## src/rtl/fifo_rd_arbiter_pkg.sv

```systemverilog
// Shared types and helpers for the FIFO read-port arbiter.
package fifo_rd_arb_pkg;

  typedef enum logic [0:0] {
    IDLE  = 1'b0,
    BURST = 1'b1
  } state_t;

  // Width of the beat, idle and starvation counters.
  localparam int CNT_W = 8;

  // Index of the set bit in a one-hot vector. The vector is at most 8 bits
  // wide, which covers the largest supported requester count.
  function automatic int onehot_to_idx(input logic [7:0] onehot);
    int idx;
    idx = 0;
    for (int i = 0; i < 8; i++) begin
      if (onehot[i]) idx = i;
    end
    return idx;
  endfunction

endpackage

```

## src/rtl/fifo_rd_arbiter_if.sv

```systemverilog
// Bundle of the FIFO read side and the consumer-side grant/data signals.
//
// Handshake: a beat for consumer i moves on the rising edge where valid[i]
// and ready[i] are both high. valid never waits for ready, ready may look at
// valid, and data carries the beat whenever valid is high.
interface fifo_rd_arbiter_if #(
  parameter int NUM_REQ    = 3,
  parameter int DATA_WIDTH = 8
);
  logic                  empty;
  logic                  almost_empty;
  logic [DATA_WIDTH-1:0] r_data;
  logic                  r_en;
  logic [NUM_REQ-1:0]    req;
  logic [NUM_REQ-1:0]    ready;
  logic [NUM_REQ-1:0]    gnt;
  logic [NUM_REQ-1:0]    valid;
  logic [DATA_WIDTH-1:0] data;
  logic                  last;

  // FIFO plus consumers: drive flags, head word and requests.
  modport master (
    output empty, almost_empty, r_data, req, ready,
    input  r_en, gnt, valid, data, last
  );

  // The arbiter itself.
  modport slave (
    input  empty, almost_empty, r_data, req, ready,
    output r_en, gnt, valid, data, last
  );
endinterface

```

## src/rtl/fifo_rd_arbiter_rr_pick.sv

```systemverilog
// Combinational round-robin selector: first set request at or after rr_ptr,
// wrapping modulo NUM_REQ.
module rr_pick #(
  parameter  int NUM_REQ = 3,
  localparam int IDX_W   = $clog2(NUM_REQ)
) (
  input  logic [NUM_REQ-1:0] req,
  input  logic [IDX_W-1:0]   rr_ptr,
  output logic [IDX_W-1:0]   pick,
  output logic               found
);

  logic [2*NUM_REQ-1:0] req2;
  logic [2*NUM_REQ-1:0] shifted;
  logic [NUM_REQ-1:0]   rot;
  logic [IDX_W:0]       sum;

  // Rotate requests so rr_ptr lands on bit 0, then take the lowest set bit.
  always_comb begin
    req2    = {req, req};
    shifted = req2 >> rr_ptr;
    rot     = shifted[NUM_REQ-1:0];
    pick    = '0;
    found   = 1'b0;
    sum     = '0;
    for (int k = NUM_REQ - 1; k >= 0; k--) begin
      if (rot[k]) begin
        sum = {1'b0, rr_ptr} + (IDX_W + 1)'(k);
        if (sum >= (IDX_W + 1)'(NUM_REQ)) sum = sum - (IDX_W + 1)'(NUM_REQ);
        pick  = sum[IDX_W-1:0];
        found = 1'b1;
      end
    end
  end

endmodule

```

## src/rtl/fifo_rd_arbiter.sv

```systemverilog
// Round-robin arbiter sharing a show-ahead FIFO read port between NUM_REQ
// consumers in bounded bursts, with one idle bubble between grants.
// Optional macro FIFO_RD_ARB_WATERMARK_EN: hold grants while almost_empty
// until a requester has waited STARVE_CYCLES, so reads batch into fuller
// bursts.
module fifo_rd_arbiter
  import fifo_rd_arb_pkg::*;
#(
  parameter  int NUM_REQ       = 3,
  parameter  int DATA_WIDTH    = 8,
  parameter  int BURST_LEN     = 4,
  parameter  int IDLE_TIMEOUT  = 8,
  parameter  int STARVE_CYCLES = 16,
  localparam int IDX_W         = $clog2(NUM_REQ)
) (
  input  logic               clk,
  input  logic               rst,
  fifo_rd_arbiter_if.slave   bus,
  output state_t             dbg_state,
  output logic [IDX_W-1:0]   dbg_rr_ptr
);

  localparam logic [CNT_W-1:0] LAST_BEAT  = CNT_W'(BURST_LEN - 1);
  localparam logic [CNT_W-1:0] TIMEOUT_M1 = CNT_W'(IDLE_TIMEOUT - 1);

  if (NUM_REQ < 2 || NUM_REQ > 8 || BURST_LEN < 1 || BURST_LEN > 255 ||
      IDLE_TIMEOUT < 1 || IDLE_TIMEOUT > 255 ||
      STARVE_CYCLES < 1 || STARVE_CYCLES > 256) begin : g_bad_cfg
    $error("fifo_rd_arbiter: parameter out of range");
  end

  state_t             state_q;
  logic [NUM_REQ-1:0] gnt_q;
  logic [IDX_W-1:0]   rr_ptr_q;
  logic [CNT_W-1:0]   beat_cnt_q;
  logic [CNT_W-1:0]   idle_cnt_q;

  logic [IDX_W-1:0]   pick;
  logic               found;
  logic [7:0]         gnt_ext;
  logic [IDX_W-1:0]   g_idx;
  logic [IDX_W-1:0]   next_ptr;
  logic               in_burst;
  logic               req_g;
  logic               ready_g;
  logic               xfer;
  logic               last_c;
  logic               exit_c;
  logic               grant_ok;
  logic               grant_c;

  rr_pick #(.NUM_REQ(NUM_REQ)) u_pick (
    .req    (bus.req),
    .rr_ptr (rr_ptr_q),
    .pick   (pick),
    .found  (found)
  );

`ifdef FIFO_RD_ARB_WATERMARK_EN
  localparam logic [CNT_W-1:0] STARVE_THR = CNT_W'(STARVE_CYCLES - 1);
  logic [CNT_W-1:0] starve_cnt_q;

  // Grant when the FIFO is comfortably full, or when a waiter has starved.
  always_comb begin
    grant_ok = !bus.almost_empty || (starve_cnt_q >= STARVE_THR);
  end

  // Count IDLE cycles spent holding off a serviceable request.
  always_ff @(posedge clk) begin
    if (rst) begin
      starve_cnt_q <= '0;
    end else if (state_q == IDLE && grant_c) begin
      starve_cnt_q <= '0;
    end else if (state_q == IDLE && (|bus.req) && !bus.empty && bus.almost_empty) begin
      starve_cnt_q <= starve_cnt_q + CNT_W'(1);
    end
  end
`else
  logic unused_almost_empty;
  assign unused_almost_empty = bus.almost_empty;

  // Without watermarking any non-empty FIFO is worth a grant.
  always_comb begin
    grant_ok = 1'b1;
  end
`endif

  // Burst-side decode: who is granted, whether a beat moves, when to stop.
  always_comb begin
    gnt_ext              = '0;
    gnt_ext[NUM_REQ-1:0] = gnt_q;
    g_idx    = IDX_W'(onehot_to_idx(gnt_ext));
    next_ptr = (g_idx == IDX_W'(NUM_REQ - 1)) ? '0 : g_idx + IDX_W'(1);
    in_burst = (state_q == BURST) && !rst;
    req_g    = |(bus.req & gnt_q);
    ready_g  = |(bus.ready & gnt_q);
    xfer     = in_burst && !bus.empty && ready_g;
    last_c   = in_burst && !bus.empty && (beat_cnt_q == LAST_BEAT);
    exit_c   = (xfer && last_c) || (!req_g && !xfer) ||
               ((idle_cnt_q == TIMEOUT_M1) && bus.empty);
    grant_c  = found && !bus.empty && grant_ok;
  end

  // Arbitration FSM with grant, pointer and burst counters.
  always_ff @(posedge clk) begin
    if (rst) begin
      state_q    <= IDLE;
      gnt_q      <= '0;
      rr_ptr_q   <= '0;
      beat_cnt_q <= '0;
      idle_cnt_q <= '0;
    end else begin
      case (state_q)
        IDLE: begin
          if (grant_c) begin
            state_q    <= BURST;
            gnt_q      <= NUM_REQ'(1) << pick;
            beat_cnt_q <= '0;
            idle_cnt_q <= '0;
          end
        end
        BURST: begin
          if (xfer) begin
            beat_cnt_q <= beat_cnt_q + CNT_W'(1);
            idle_cnt_q <= '0;
          end else if (bus.empty) begin
            idle_cnt_q <= idle_cnt_q + CNT_W'(1);
          end
          if (exit_c) begin
            state_q  <= IDLE;
            gnt_q    <= '0;
            rr_ptr_q <= next_ptr;
          end
        end
        default: begin
          state_q <= IDLE;
          gnt_q   <= '0;
        end
      endcase
    end
  end

  // Pop only on an accepted beat; xfer already excludes reset and empty.
  assign bus.r_en  = xfer;
  assign bus.gnt   = gnt_q;
  assign bus.valid = (in_burst && !bus.empty) ? gnt_q : '0;
  assign bus.last  = last_c;
  assign bus.data  = bus.r_data;

  assign dbg_state  = state_q;
  assign dbg_rr_ptr = rr_ptr_q;

endmodule
```

## src/flat_wrapper.sv

```systemverilog
// flat-port wrapper written by rule: the top's interface ports become plain ports
module fifo_rd_arbiter_flat import fifo_rd_arb_pkg::*;
#(
  parameter  int NUM_REQ       = 3,
  parameter  int DATA_WIDTH    = 8,
  parameter  int BURST_LEN     = 4,
  parameter  int IDLE_TIMEOUT  = 8,
  parameter  int STARVE_CYCLES = 16,
  localparam int IDX_W         = $clog2(NUM_REQ)
)
  (clk, rst, dbg_state, dbg_rr_ptr, bus_empty, bus_almost_empty, bus_r_data, bus_req, bus_ready, bus_r_en, bus_gnt, bus_valid, bus_data, bus_last);
  fifo_rd_arbiter_if #(.NUM_REQ(NUM_REQ), .DATA_WIDTH(DATA_WIDTH)) bus_i ();
  input  logic clk;
  input  logic rst;
  output state_t dbg_state;
  output logic [IDX_W-1:0] dbg_rr_ptr;
  input wire logic [$bits(bus_i.empty)-1:0] bus_empty;
  input wire logic [$bits(bus_i.almost_empty)-1:0] bus_almost_empty;
  input wire logic [$bits(bus_i.r_data)-1:0] bus_r_data;
  input wire logic [$bits(bus_i.req)-1:0] bus_req;
  input wire logic [$bits(bus_i.ready)-1:0] bus_ready;
  output wire logic [$bits(bus_i.r_en)-1:0] bus_r_en;
  output wire logic [$bits(bus_i.gnt)-1:0] bus_gnt;
  output wire logic [$bits(bus_i.valid)-1:0] bus_valid;
  output wire logic [$bits(bus_i.data)-1:0] bus_data;
  output wire logic [$bits(bus_i.last)-1:0] bus_last;
  assign bus_i.empty = bus_empty;
  assign bus_i.almost_empty = bus_almost_empty;
  assign bus_i.r_data = bus_r_data;
  assign bus_i.req = bus_req;
  assign bus_i.ready = bus_ready;
  assign bus_r_en = bus_i.r_en;
  assign bus_gnt = bus_i.gnt;
  assign bus_valid = bus_i.valid;
  assign bus_data = bus_i.data;
  assign bus_last = bus_i.last;
  fifo_rd_arbiter #(.NUM_REQ(NUM_REQ), .DATA_WIDTH(DATA_WIDTH), .BURST_LEN(BURST_LEN), .IDLE_TIMEOUT(IDLE_TIMEOUT), .STARVE_CYCLES(STARVE_CYCLES)) u_core (.clk(clk), .rst(rst), .bus(bus_i), .dbg_state(dbg_state), .dbg_rr_ptr(dbg_rr_ptr));
endmodule
```

## config.mk

```make
export PLATFORM = sky130hd
export DESIGN_NAME = fifo_rd_arbiter_flat
export DESIGN_NICKNAME = d
export VERILOG_FILES = /design/src/rtl/fifo_rd_arbiter_pkg.sv /design/src/rtl/fifo_rd_arbiter_if.sv /design/src/rtl/fifo_rd_arbiter_rr_pick.sv /design/src/rtl/fifo_rd_arbiter.sv /design/src/flat_wrapper.sv
export SDC_FILE = /design/constraint.sdc
export NUM_CORES = 1
export LEC_CHECK = 0
export CAP_MARGIN = 20
export CORE_MARGIN = 1.5
export CORE_UTILIZATION = 40
export DETAILED_ROUTE_END_ITERATION = 8
export GPL_TIMING_DRIVEN = 0
export PLACE_DENSITY = 0.67
export REMOVE_ABC_BUFFERS = 1
export SYNTH_ARGS = -nofsm -noshare
export SYNTH_HDL_FRONTEND = slang
export SYNTH_SLANG_ARGS = --single-unit
```

## constraint.sdc

```tcl
create_clock -name clk -period 3.45 [get_ports clk]
set_clock_uncertainty 0.05 [all_clocks]
set_input_delay 0.5175 -clock clk [delete_from_list [all_inputs] [get_ports clk]]
set_output_delay 0.5175 -clock clk [all_outputs]
set_load 0.05 [all_outputs]
```

==> metrics.md <==
| Metric | Value |
|---|---|
| CTS Root Buffer Type | `clkbuf_8` |
| Worst r2r path cells | `4` |
| Setup bufs post-CTS | `0` |
| Clock buffer depth | `2` |
| Status | `finished clean` |
| Yosys warning total | `0` |
| # placed instances | `about 230` |
| Distinct cells, synth | `45` |
| Slew headroom | `a little under half` |
| Total Power | `slightly below 0.6 mW` |
| CP Launch Type | `input port` |
| Reg clk slew, reported paths | `about 70 ps` |
| Grt ovf | `0` |
| Crit. End Element | `primary output` |
| Initial DRT Pass Iterations | `5` |
| DRT iter0 DRCs | `just under 80` |
| TritonCTS Sinks | `22` |
| Setup TNS | `0 ps` |
| Initial Util | `between 40% and 50%` |
| Slowest stage delay, CP | `around 800 ps` |
| Synth area leaders | `dfxtp_1 (29%), buf_4 (4.4%), ha_1 (4.1%), a21oi_1 (3.9%), mux2i_1 (3.9%)` |
| Post-CTS Hold Fix Bufs | `0` |
| Asr flop ratio synth | `0%` |
| Antenna violations before repair | `0` |
| Max-cap viol count | `0` |
| FF+latch count, synth | `22` |
| FF/Latch Area | `~440 um2` |
| Final RePlAce weighted congestion | `0.826` |
| IR drop worst, VDD | `202 uV` |
| Filler instances | `around 350` |
| DP HPWL | `2.60 mm` |
| Hold_sp | `u_core.beat_cnt_q[7]` |
| Total CTS buffers | `3` |
| CTS resizes | `0` |
| RSZ-0062 raised after global routing | `no` |
| All-layer global routing usage | `roughly 17%` |
| CP dominant cell by count | `clkdlybuf4s50_1` |
| Synth Instances | `between 150 and 200` |
| Die Y | `around 65 um` |
| Setup Viol. Count Final | `0` |
| Largest net degree at the start of global routing | `17` |
| Hold path depth | `2` |
| Most used DFF post-synth | `dfxtp_1` |
| Synth top area share | `between 20% and 30%` |
| Slowest stage cell, crit path | `clkdlybuf4s50_1` |
| Register area share after synthesis | `between 20% and 30%` |
| Pwr dens | `between 300 and 400 nW/um2` |
| Non-filler cells, final | `236` |
| Vias post-DR | `1,422` |
| CTS H-tree depth | `1` |
| Drt total wl | `3.50 mm` |
| WL met2 | `1.67 mm` |
| Max-slew violations | `0` |
| Min-Delay Path Class | `flip-flop to flip-flop` |
| EDFF count, synth | `0` |
| Fmax | `~310 MHz` |
| Setup WS post-layout | `224 ps` |
| Crit path from | `rst` |
| WP depth | `4` |
| Layout cells sized above 1 | `under 10%` |
| FP Rows | `22` |
| Period utilization | `a little over 90%` |
| Final hold violations | `0` |
| DRC Markers | `0` |
| Vias in the first global route | `between 1k and 1.5k` |
| Top cells by count, synth | `dfxtp_1 (22), a21oi_1 (12), nand2_1 (12), nor2_1 (10), buf_4 (9)` |
| Met3 WL | `around 220 um` |
| R2R Path Start | `u_core.dbg_state` |
| CP delay by family, top | `buffers and inverters` |
| CP max FO | `11` |
| Drt via density | `~6.0` |
| WP data arrival | `approximately 2700 ps` |
| Diode count | `0` |
| Cell area after synthesis | `between 1500 and 2000 um2` |
| First-pass GRT wire length | `between 5 and 6 mm` |
| Multi-input logic area | `between 900 and 1000 um2` |
| Period minus WS final | `approximately 3200 ps` |
| Top-count cell post-synth | `dfxtp_1` |
| Worst-margin pin slew | `between 700 and 800 ps` |
| CP Cell Sequence | `clkdlybuf4s50_1, nor3b_1, and3_1, clkdlybuf4s50_1` |
| M1 WL | `approximately 1.6 mm` |
| Die ar. | `about 4200 um2` |
| Final nets | `213` |
| I/O pin count | `37` |
| Crit Path Category | `input port to primary output` |
| Top Layer Used | `met4` |
| CTS tree | `yes` |
| Buf/Inv on CP | `2` |
| Leak | `around 0.58 nW` |
| WL per Instance | `~15 um` |
| Chip width | `about 65 um` |
| Post-DRT Antenna Nets | `0` |
| Cell taking the most area after synthesis | `dfxtp_1` |
| Worst-Skew Late Latency | `around 260 ps` |
| PortBufs | `19` |
| Critical Path RT | `roughly 2900 ps` |
| Placeable Area | `3660 um2` |
| Avg Inst Size Synth | `8.51 um2` |
| Area growth, synth to finish | `14.0%` |
| DP Worst Slack | `around 190 ps` |
==> final timing paths <==
kind | end | slack, ps
min reg2reg | u_core.beat_cnt_q[7] | 440
min | u_core.beat_cnt_q[7] | 440
max | bus_last | 220
max reg2reg | u_core.idle_cnt_q[5] | 1360
==> power breakdown <==
part           switching [mW]  internal, mW  total (mW)  leakage, nW
sequential             0.0151         0.261       0.276        0.178
combinational          0.0880        0.0644       0.152        0.378
clock                  0.0808        0.0779       0.159       0.0216
total                   0.184         0.404       0.588        0.577
==> sequential cells by signal, summed over array words and instances (netlist names) <==
register,cells
u_core.beat_cnt_q,8
u_core.idle_cnt_q,8
u_core.bus.gnt,3
u_core.dbg_rr_ptr,2
u_core.dbg_state,1
==> placed cells by master (no fill, tap or decap), types with 6 or more instances in the layout <==
cell,Yosys,layout
clkdlybuf4s50_1,0,19
inv_1,7,7
a21oi_1,12,12
mux2i_1,6,6
dfxtp_1,22,22
nand2_1,12,12
nand3_1,7,7
nor2_1,10,10
==> cell families (layout without fill, tap and decap cells) <==
logic type / Yosys count / in the layout / synth area share (%)
fa+ha+maj: 5 / 5 / 4.11
buf+inv: 24 / 33 / 8.87
simple gates: 76 / 76 / 29.2
mux: 13 / 13 / 9.11
flops: 22 / 22 / 28.9
compound gates: 39 / 39 / 19.8
==> layer usage <==
metal  vias up  global-route usage [%]
met4         0                    3.46
met5         -                       0
met2        44                    29.8
met3         2                    6.25
li1        694                       -
met1       682                    20.9
==> final cells by class <==
class,count,area share [%]
Tap cell,48,3.46
Inverter,7,1.51
Clock buffer,3,2.38
Sequential cell,22,25.4
Timing Repair Buffer,23,12.7
Multi-Input combinational cell,133,54.6
==> through the flow <==
stage / area, um2 / utilization (%) / hold slack, ps
2_1_floorplan: 1420 / - / 393
3_3_place_gp: 1670 / 45.5 / 405
3_5_place_dp: 1670 / 45.5 / 425
4_1_cts: 1710 / 46.6 / 440
5_1_grt: 1740 / 47.4 / 486
6_report: 1740 / 47.4 / 438
==> worst reg2reg max path: stages, from the launching register on <==
cell and delay (ps):
dfxtp_1 490, or3b_1 480, o221ai_1 570, nor2_1 90, mux2_1 310
(Power assumes the default switching activity.)
